===== src/rtl/bus_defs_pkg.sv =====
// Shared bus definitions: data width, access-size and FSM state encodings,
// and the alignment check used when a request is accepted.
package bus_defs;

   localparam int BUS_WIDTH = 32;

   localparam logic [1:0] SIZE_B = 2'b00;
   localparam logic [1:0] SIZE_H = 2'b01;
   localparam logic [1:0] SIZE_W = 2'b10;

   typedef enum logic [1:0] {
      ST_IDLE  = 2'b00,
      ST_WRITE = 2'b01,
      ST_READ  = 2'b10,
      ST_RESP  = 2'b11
   } state_t;

   // Size 11 is illegal; halves need an even address, words a 4-byte aligned one.
   function automatic logic req_misaligned(input logic [1:0] size, input logic [1:0] off);
      case (size)
         SIZE_B:  return 1'b0;
         SIZE_H:  return off[0];
         SIZE_W:  return (off != 2'b00);
         default: return 1'b1;
      endcase
   endfunction

endpackage


===== src/rtl/lsu_bus_master_align.sv =====
// Byte-lane steering: byte enables and replicated store data for the bus,
// and lane extraction plus sign/zero extension for load data.
module lsu_align
   import bus_defs::*;
(
   input  logic [1:0]           i_off,
   input  logic [1:0]           i_size,
   input  logic                 i_unsigned,
   input  logic [BUS_WIDTH-1:0] i_wdata,
   input  logic [BUS_WIDTH-1:0] i_rdata,
   output logic [3:0]           o_be,
   output logic [BUS_WIDTH-1:0] o_wdata,
   output logic [BUS_WIDTH-1:0] o_ldata
);

   logic [7:0]  w_byte;
   logic [15:0] w_half;

   function automatic logic [BUS_WIDTH-1:0] ext_byte(input logic [7:0] b, input logic uns);
      logic signed [7:0] sb;
      sb = b;
      return uns ? {24'd0, b} : BUS_WIDTH'(sb);
   endfunction

   function automatic logic [BUS_WIDTH-1:0] ext_half(input logic [15:0] h, input logic uns);
      logic signed [15:0] sh;
      sh = h;
      return uns ? {16'd0, h} : BUS_WIDTH'(sh);
   endfunction

   always_comb begin
      o_be    = 4'b0000;
      o_wdata = '0;
      o_ldata = '0;
      w_byte  = i_rdata[{i_off, 3'b000} +: 8];
      w_half  = i_off[1] ? i_rdata[31:16] : i_rdata[15:0];
      case (i_size)
         SIZE_B: begin
            o_be    = 4'b0001 << i_off;
            o_wdata = {4{i_wdata[7:0]}};
            o_ldata = ext_byte(w_byte, i_unsigned);
         end
         SIZE_H: begin
            o_be    = i_off[1] ? 4'b1100 : 4'b0011;
            o_wdata = {2{i_wdata[15:0]}};
            o_ldata = ext_half(w_half, i_unsigned);
         end
         SIZE_W: begin
            o_be    = 4'b1111;
            o_wdata = i_wdata;
            o_ldata = i_rdata;
         end
         default: ;
      endcase
   end

endmodule


===== src/rtl/lsu_bus_master.sv =====
// Load/store bus initiator: one request at a time, word-aligned bus cycle,
// single-cycle response pulse back to the core's memory stage.
module lsu_bus_master
   import bus_defs::*;
#(
   parameter int WIDTH        = 32,
   parameter int READ_LATENCY = 1
) (
   input  logic             clk,
   input  logic             rst_n,
   input  logic             req_valid,
   output logic             req_ready,
   input  logic             req_we,
   input  logic [1:0]       req_size,
   input  logic             req_unsigned,
   input  logic [WIDTH-1:0] req_addr,
   input  logic [WIDTH-1:0] req_wdata,
   output logic             resp_valid,
   output logic [WIDTH-1:0] resp_rdata,
   output logic             resp_err,
   output logic [WIDTH-1:0] addr,
   output logic             we,
   output logic [3:0]       be,
   output logic [WIDTH-1:0] wdata,
   input  logic [WIDTH-1:0] rdata
);

   localparam logic [2:0] LAST_CNT = 3'(READ_LATENCY);

   state_t           r_state;
   state_t           w_next;
   logic [WIDTH-1:0] r_addr;
   logic [WIDTH-1:0] r_wdata;
   logic [WIDTH-1:0] r_resp_rdata;
   logic [1:0]       r_size;
   logic             r_uns;
   logic             r_err;
   logic [2:0]       r_cnt;
   logic             w_bad;
   logic             w_last;
   logic [3:0]       w_be;
   logic [WIDTH-1:0] w_wdata;
   logic [WIDTH-1:0] w_ldata;

   assign w_bad      = req_misaligned(req_size, req_addr[1:0]);
   assign w_last     = (r_cnt == LAST_CNT);
   assign resp_rdata = r_resp_rdata;
   assign resp_err   = resp_valid & r_err;

   lsu_align u_align (
      .i_off      (r_addr[1:0]),
      .i_size     (r_size),
      .i_unsigned (r_uns),
      .i_wdata    (r_wdata),
      .i_rdata    (rdata),
      .o_be       (w_be),
      .o_wdata    (w_wdata),
      .o_ldata    (w_ldata)
   );

   // Bus and response outputs decode from state, so reset clears them at once.
   always_comb begin
      w_next     = r_state;
      req_ready  = 1'b0;
      resp_valid = 1'b0;
      addr       = '0;
      we         = 1'b0;
      be         = 4'b0000;
      wdata      = '0;
      case (r_state)
         ST_IDLE: begin
            req_ready = 1'b1;
            if (req_valid) w_next = w_bad ? ST_RESP : (req_we ? ST_WRITE : ST_READ);
         end
         ST_WRITE: begin
            addr   = {r_addr[WIDTH-1:2], 2'b00};
            we     = 1'b1;
            be     = w_be;
            wdata  = w_wdata;
            w_next = ST_RESP;
         end
         ST_READ: begin
            addr = {r_addr[WIDTH-1:2], 2'b00};
            be   = w_be;
            if (w_last) w_next = ST_RESP;
         end
         ST_RESP: begin
            resp_valid = 1'b1;
            w_next     = ST_IDLE;
         end
         default: w_next = ST_IDLE;
      endcase
   end

   always_ff @(posedge clk or negedge rst_n) begin
      if (!rst_n) begin
         r_state      <= ST_IDLE;
         r_cnt        <= 3'd0;
         r_err        <= 1'b0;
         r_resp_rdata <= '0;
      end else begin
         r_state <= w_next;
         case (r_state)
            ST_IDLE: begin
               r_cnt <= 3'd0;
               if (req_valid) begin
                  r_err <= w_bad;
                  if (w_bad) r_resp_rdata <= '0;
               end
            end
            ST_WRITE: r_resp_rdata <= '0;
            // rdata is only looked at on the edge closing the last READ cycle.
            ST_READ: begin
               if (w_last) r_resp_rdata <= w_ldata;
               else        r_cnt        <= r_cnt + 3'd1;
            end
            default: ;
         endcase
      end
   end

   always_ff @(posedge clk) begin
      if (r_state == ST_IDLE && req_valid) begin
         r_addr  <= req_addr;
         r_wdata <= req_wdata;
         r_size  <= req_size;
         r_uns   <= req_unsigned;
      end
   end

endmodule


===== config.mk =====
export PLATFORM = sky130hd
export DESIGN_NAME = lsu_bus_master
export DESIGN_NICKNAME = d
export VERILOG_FILES = /design/src/rtl/bus_defs_pkg.sv /design/src/rtl/lsu_bus_master_align.sv /design/src/rtl/lsu_bus_master.sv
export SDC_FILE = /design/constraint.sdc
export NUM_CORES = 1
export LEC_CHECK = 0
export ABC_AREA = 0
export CELL_PAD_IN_SITES_DETAIL_PLACEMENT = 1
export CELL_PAD_IN_SITES_GLOBAL_PLACEMENT = 1
export CORE_MARGIN = 2
export CORE_UTILIZATION = 33
export DETAILED_ROUTE_END_ITERATION = 6
export HOLD_SLACK_MARGIN = 0.15
export PLACE_DENSITY = 0.9
export SYNTH_ARGS = -nofsm -noshare
export SYNTH_HDL_FRONTEND = slang
export SYNTH_SLANG_ARGS = --single-unit

===== constraint.sdc =====
create_clock -name clk -period 3.72 [get_ports clk]
set_input_delay 0.744 -clock clk [delete_from_list [all_inputs] [get_ports clk]]
set_output_delay 0.744 -clock clk [all_outputs]
set_load 0.02 [all_outputs]

-- Yosys cells after proc, flatten, opt, wreduce, memory -nomap -nowiden
Index checks and enable logic that the tools add are counted.
- flip-flop bits (word level): 105
- word-level logic and storage cells: 61
- input port bits: 103
- shift operators: 2
- equality and inequality tests: 12
- bitwise operators: 1
- reductions and logical operators: 12
- add/sub/neg operators: 1
- muxes and demuxes: 25
- operators with widths (operator ; count):
    case mux 32 bit (3 select lines) ; 3
    2-to-1 mux 32 bit ; 7
    indexed part select 32 x 6 -> 8 bit ; 1
    2-to-1 mux 16 bit ; 1
    case mux 4 bit (3 select lines) ; 1
    equality test 2 bit, second input constant ; 4
    2-to-1 mux 2 bit ; 4
    2-to-1 mux 4 bit ; 2
    inequality test 2 bit, second input constant ; 4
    case mux 2 bit (4 select lines) ; 1
    equality test 2 x 1 -> 1 bit, second input constant ; 3
    zero test 2 bit ; 3
    case mux 3 bit (2 select lines) ; 1
    AND reduction 2 bit ; 3
    AND reduction 4 bit ; 1
    nonzero test 2 bit ; 2
    << shifter 1 x 2 -> 4 bit, first input constant ; 1
    adder 3 x 1 -> 3 bit, second input constant ; 1
    equality test 3 x 1 -> 1 bit, second input constant ; 1
    2-to-1 mux 1 bit ; 3
    2-to-1 mux 3 bit ; 1
    case mux 1 bit (3 select lines) ; 1
    nonzero test 3 bit ; 1
    OR reduction 2 bit ; 1
    2 further kinds ; 2

-- Logic depth before layout (Yosys ltp)
- depth after elaboration: 5
- depth in mapped cells: 8

-- Modules after synthesis
A second synthesis with hierarchy kept.
- cells, all modules: 502
- area total of the unflattened synthesis: 5475.3 µm²
- modules (own cells, without submodules) (module ; times used ; seq. area each (µm²) ; cells an instance ; area each (µm²)):
    lsu_bus_master ; 1 ; 2962.8 ; 318 ; 4324.1
    lsu_align ; 1 ; 0.0 ; 184 ; 1151.1

-- Worst setup path before layout
No wires, ideal clock.
- path type: reg-to-reg
- start: register r_state[0]
- end: register r_err
- clock period less this slack: 3072 ps
- setup time: 128 ps
- path buffers: 0
- cell stages (with the launch flop): 5
- arrival time: 2944 ps
- data required time: 3592 ps
- path slack: 648 ps
- cell sequence: dfrtp_1 > inv_1 > ha_1 > and2_1 > mux2_2
- cells in the longest elaborated chain, start to end: 2
- RTL lines (item ; line ; RTL):
    start, declared ; lsu_bus_master.sv:30 ; state_t r_state;
    start signal, assigned ; lsu_bus_master.sv:102 ; r_state <= w_next;
    zero test 2 bit ; lsu_bus_master.sv:103 ; case (r_state)
    AND reduction 2 bit (no source line) ; n/a ;
    end signal, assigned ; lsu_bus_master.sv:107 ; r_err <= w_bad;
    end, declared ; lsu_bus_master.sv:37 ; logic r_err;
Every way passes these cells.
A chain may end at the register's enable or synchronous reset.

-- Worst setup path after layout
- start: register r_size[1]
- end: output wdata[9]
- cells in the longest elaborated chain, start to end: 3
- elaborated cells between the ends (all ways): 5
- RTL lines (item ; line ; RTL):
    start, declared ; lsu_bus_master.sv:35 ; logic [1:0] r_size;
    start signal, assigned ; lsu_bus_master.sv:126 ; r_size <= req_size;
    equality test 2 bit, or another cell as far along ; lsu_bus_master_align.sv:37 ; case (i_size)
    case mux 32 bit (3 select lines) (*) ; lsu_bus_master_align.sv:37 ;
    2-to-1 mux 32 bit (*) ; lsu_bus_master.sv:70 ; case (r_state)
    end, declared ; lsu_bus_master.sv:24 ; output logic [WIDTH-1:0] wdata,
Every way passes the cells marked *; elsewhere a longest branch is shown, timed or not.

==> metrics.md <==
| Metric | Value |
|---|---|
| First-pass GRT wire length | 26.6 mm |
| Max_cap viols | 0 |
| Post-synthesis register bit count | 105 |
| Crit path time final | 3.46 ns |
| Gr usage total | 21.8% |
| Row Count | 44 |
| Sequential group share of total power | 29.9% |
| Net Sw Frac | 39.1% |
| Worst path arrival time | 2.71 ns |
| Die Y | 127 um |
| Core area | 14600 sq um |
| Nets | 719 |
| Grt ovf | 0 |
| # clock sinks | 105 |
| Critical Path Max Stage Delay | 0.61 ns |
| Number of global-route vias before repair | 4676 |
| H-tree depth | 3 |
| Final setup vio count | 0 |
| Unrepaired setup endpoints after global routing | false |
| Port-buffer cells | 204 |
| Main synth FF type | edfxtp_1 |
| Status | finished clean |
| CTS hold repair buffers | 0 |
| Worst setup EP type | output port |
| Worst-Skew Late Latency | 0.35 ns |
| Area growth, synth to finish | 50.1% |
| Post-CTS setup repair buffer count | 0 |
| Post-synth cell types | 42 |
| Largest net degree at the start of global routing | 48 |
| Crit Path Max Fanout | 21 |
| DR vias | 4290 |
| CP Launch Type | flop |
| Pre-antenna DRT Iters | 6 |
| CTS tree | built |
| Setup Skew | 0.00638 ns |
| Antenna Nets Post-Route | 0 |
| Clock power frac | 19.5% |
| Commonest non-fill, non-tap cell in the layout | clkdlybuf4s50_1 |
| Post_cts resized | 0 |
| Setup total negative slack | 0 ns |
| DP HPWL | 13.0 mm |
| Die W | 127 um |
| Critical path's slowest cell | clkdlybuf4s50_1 |
| Psw | 0.00219 W |
| Share of post-route cells with drive strength above 1 | 6.86% |
| Die ar. | 16200 sq um |
| DR iter-0 viols | 362 |
| Num CTS Buffers | 9 |
| WL/cell | 21.9 um |
| Min-Delay Path Class | flop to flop |
| EDFF count, synth | 67 |
| Final Routed Wirelength | 17.5 mm |
| Comb power frac | 50.6% |
| Initial core utilization | 34.2% |
| Fmax | 289 MHz |
| Mapped Area | 5000 sq um |
| Crit path cell chain | buf_4, nor2b_1, a21oi_1, o21ai_0, and2_1, clkdlybuf4s50_1 |
| Pleak | 2.76 nW |
| Required time worst endpoint | 2.98 ns |
| Final Hold Viols | 0 |
| Slew Limit Fails | 0 |
| Cell Pwr Density | 748 nW/um^2 |
| Yosys warns | 0 |
| Async S/R FF share, synth | 36.2% |
| Final Cycle Share | 92.9% |
| Post-synthesis sequential area ratio | 59.2% |
| I/O pin total | 207 |
| Post-DR vias/cell | 5.38 |
| Mean cell area of the mapped netlist | 12.0 sq um |
| Place WS | 0.688 ns |
| DRC viols | 0 |
| WS Path Type | flop to output port |
| Root buf cell | clkbuf_16 |
| Peak VDD IR | 0.464 mV |
| Gate Count Post-Synth | 417 |
| Post-route setup slack | 0.265 ns |
| Internal Dissipation | 0.00342 W |
| Max_slew headroom | 40.3% |
| Antenna violations before repair | 2 |
| Clock buffer depth | 2 |
| Placer's final routability congestion estimate | 0.895 |
| Tightest Pin Transition | 0.896 ns |
| Most frequent cells in the layout | clkdlybuf4s50_1 (203), edfxtp_1 (67), and2_1 (47) |
| Clock-pin slew on the worst setup and hold paths | 0.07 ns |
## power by group through the flow
stage	logic [W]	registers, W	clock network [W]
floorplan	0.00151	0.00176	0
global placement	0.00277	0.00168	0
detailed placement	0.00286	0.00170	0
CTS	0.00289	0.00168	0.00111
global route	0.00304	0.00171	0.00115
finish	0.00284	0.00168	0.00109
## layer usage
layer,track usage (%),up-vias,part of all wire (%)
li1,-,1916,-
met1,24.7,2079,38
met2,37.0,266,50
met3,8.88,29,10
met4,8.34,0,2.4
met5,0,-,0
## synthesized netlist by cell type (all sizes together) (2+ instances only)
master,instances,area [sq um]
nand2b,2,12.5
ha,7,87.6
mux2i,4,40.0
mux2,8,90.1
dfrtp,38,951
a22oi,18,145
o2bb2ai,16,140
nor3,2,10.0
and3,9,56.3
and2,48,300
a21oi,30,150
clkbuf,19,82.6
a222oi,7,70.1
nand2,30,113
inv,7,26.3
nor2b,21,139
buf,13,93.8
a211oi,2,27.5
nor2,9,33.8
a22o,3,26.3
o211ai,2,28.8
a221oi,8,70.1
edfxtp,67,2010
o21ai,37,185
## cell families after synthesis
group	after synthesis	synth area share [%]
AO/OA/AOI/OAI	126	17.5
other	1	0.0750
flip-flops	105	59.2
AND/OR/NAND/NOR	125	14.2
buffers and inverters	39	4.05
adder cells (fa/ha/maj)	7	1.75
multiplexers	13	3.05
XOR/XNOR	1	0.175
## critical path: cells and delay by family (launching register included)
kind	cells	cell delay, ns
compound gates	2	0.41
buf+inv	2	0.92
flops	1	0.60
simple gates	2	0.42
## final cells by class
class,instances,area [sq um]
multi-input combinational,274,1840
antenna,2,5.00
clock inverter,5,106
timing repair buffer,212,2110
clock buffer,9,225
sequential,105,2960
inverter,7,26.3
tap,184,230
fill,1530,7140
## sequential cells by signal (all words and copies together), names as in the netlist
register    flops
r_cnt           3
r_size          2
resp_rdata     32
r_addr         32
r_err           1
r_wdata        32
r_state         2
r_uns           1
## path summary, 6_finish.rpt
check	startpoint	to	slack (ns)	cells past startpoint
max reg2reg	r_addr[1]$_DFFE_PP_	resp_rdata[27]$_DFFE_PN0P_	1.42	4
min reg2reg	resp_rdata[14]$_DFFE_PN0P_	resp_rdata[14]$_DFFE_PN0P_	0.50	1
max	r_size[1]$_DFFE_PP_	wdata[9]	0.26	6
max in group asynchronous	rst_n	resp_rdata[9]$_DFFE_PN0P_	2.64	1
min in group asynchronous	rst_n	resp_rdata[29]$_DFFE_PN0P_	0.51	1
min	resp_rdata[14]$_DFFE_PN0P_	resp_rdata[14]$_DFFE_PN0P_	0.50	1
## metrics by stage
| stage | total power (W) | instances | instance area, sq um | hold WS [ns] | util (%) |
|---|---|---|---|---|---|
| after floorplan | 0.00327 | 418 | 5000 | 0.448 | - |
| after global placement | 0.00445 | 782 | 7170 | 0.478 | 49.0 |
| after detailed placement | 0.00456 | 782 | 7170 | 0.481 | 49.0 |
| after CTS | 0.00568 | 796 | 7500 | 0.499 | 51.2 |
| after global routing | 0.00590 | 798 | 7510 | 0.513 | 51.3 |
| final | 0.00562 | 798 | 7510 | 0.501 | 51.3 |
No activity file was read; power rests on OpenSTA's default activity.
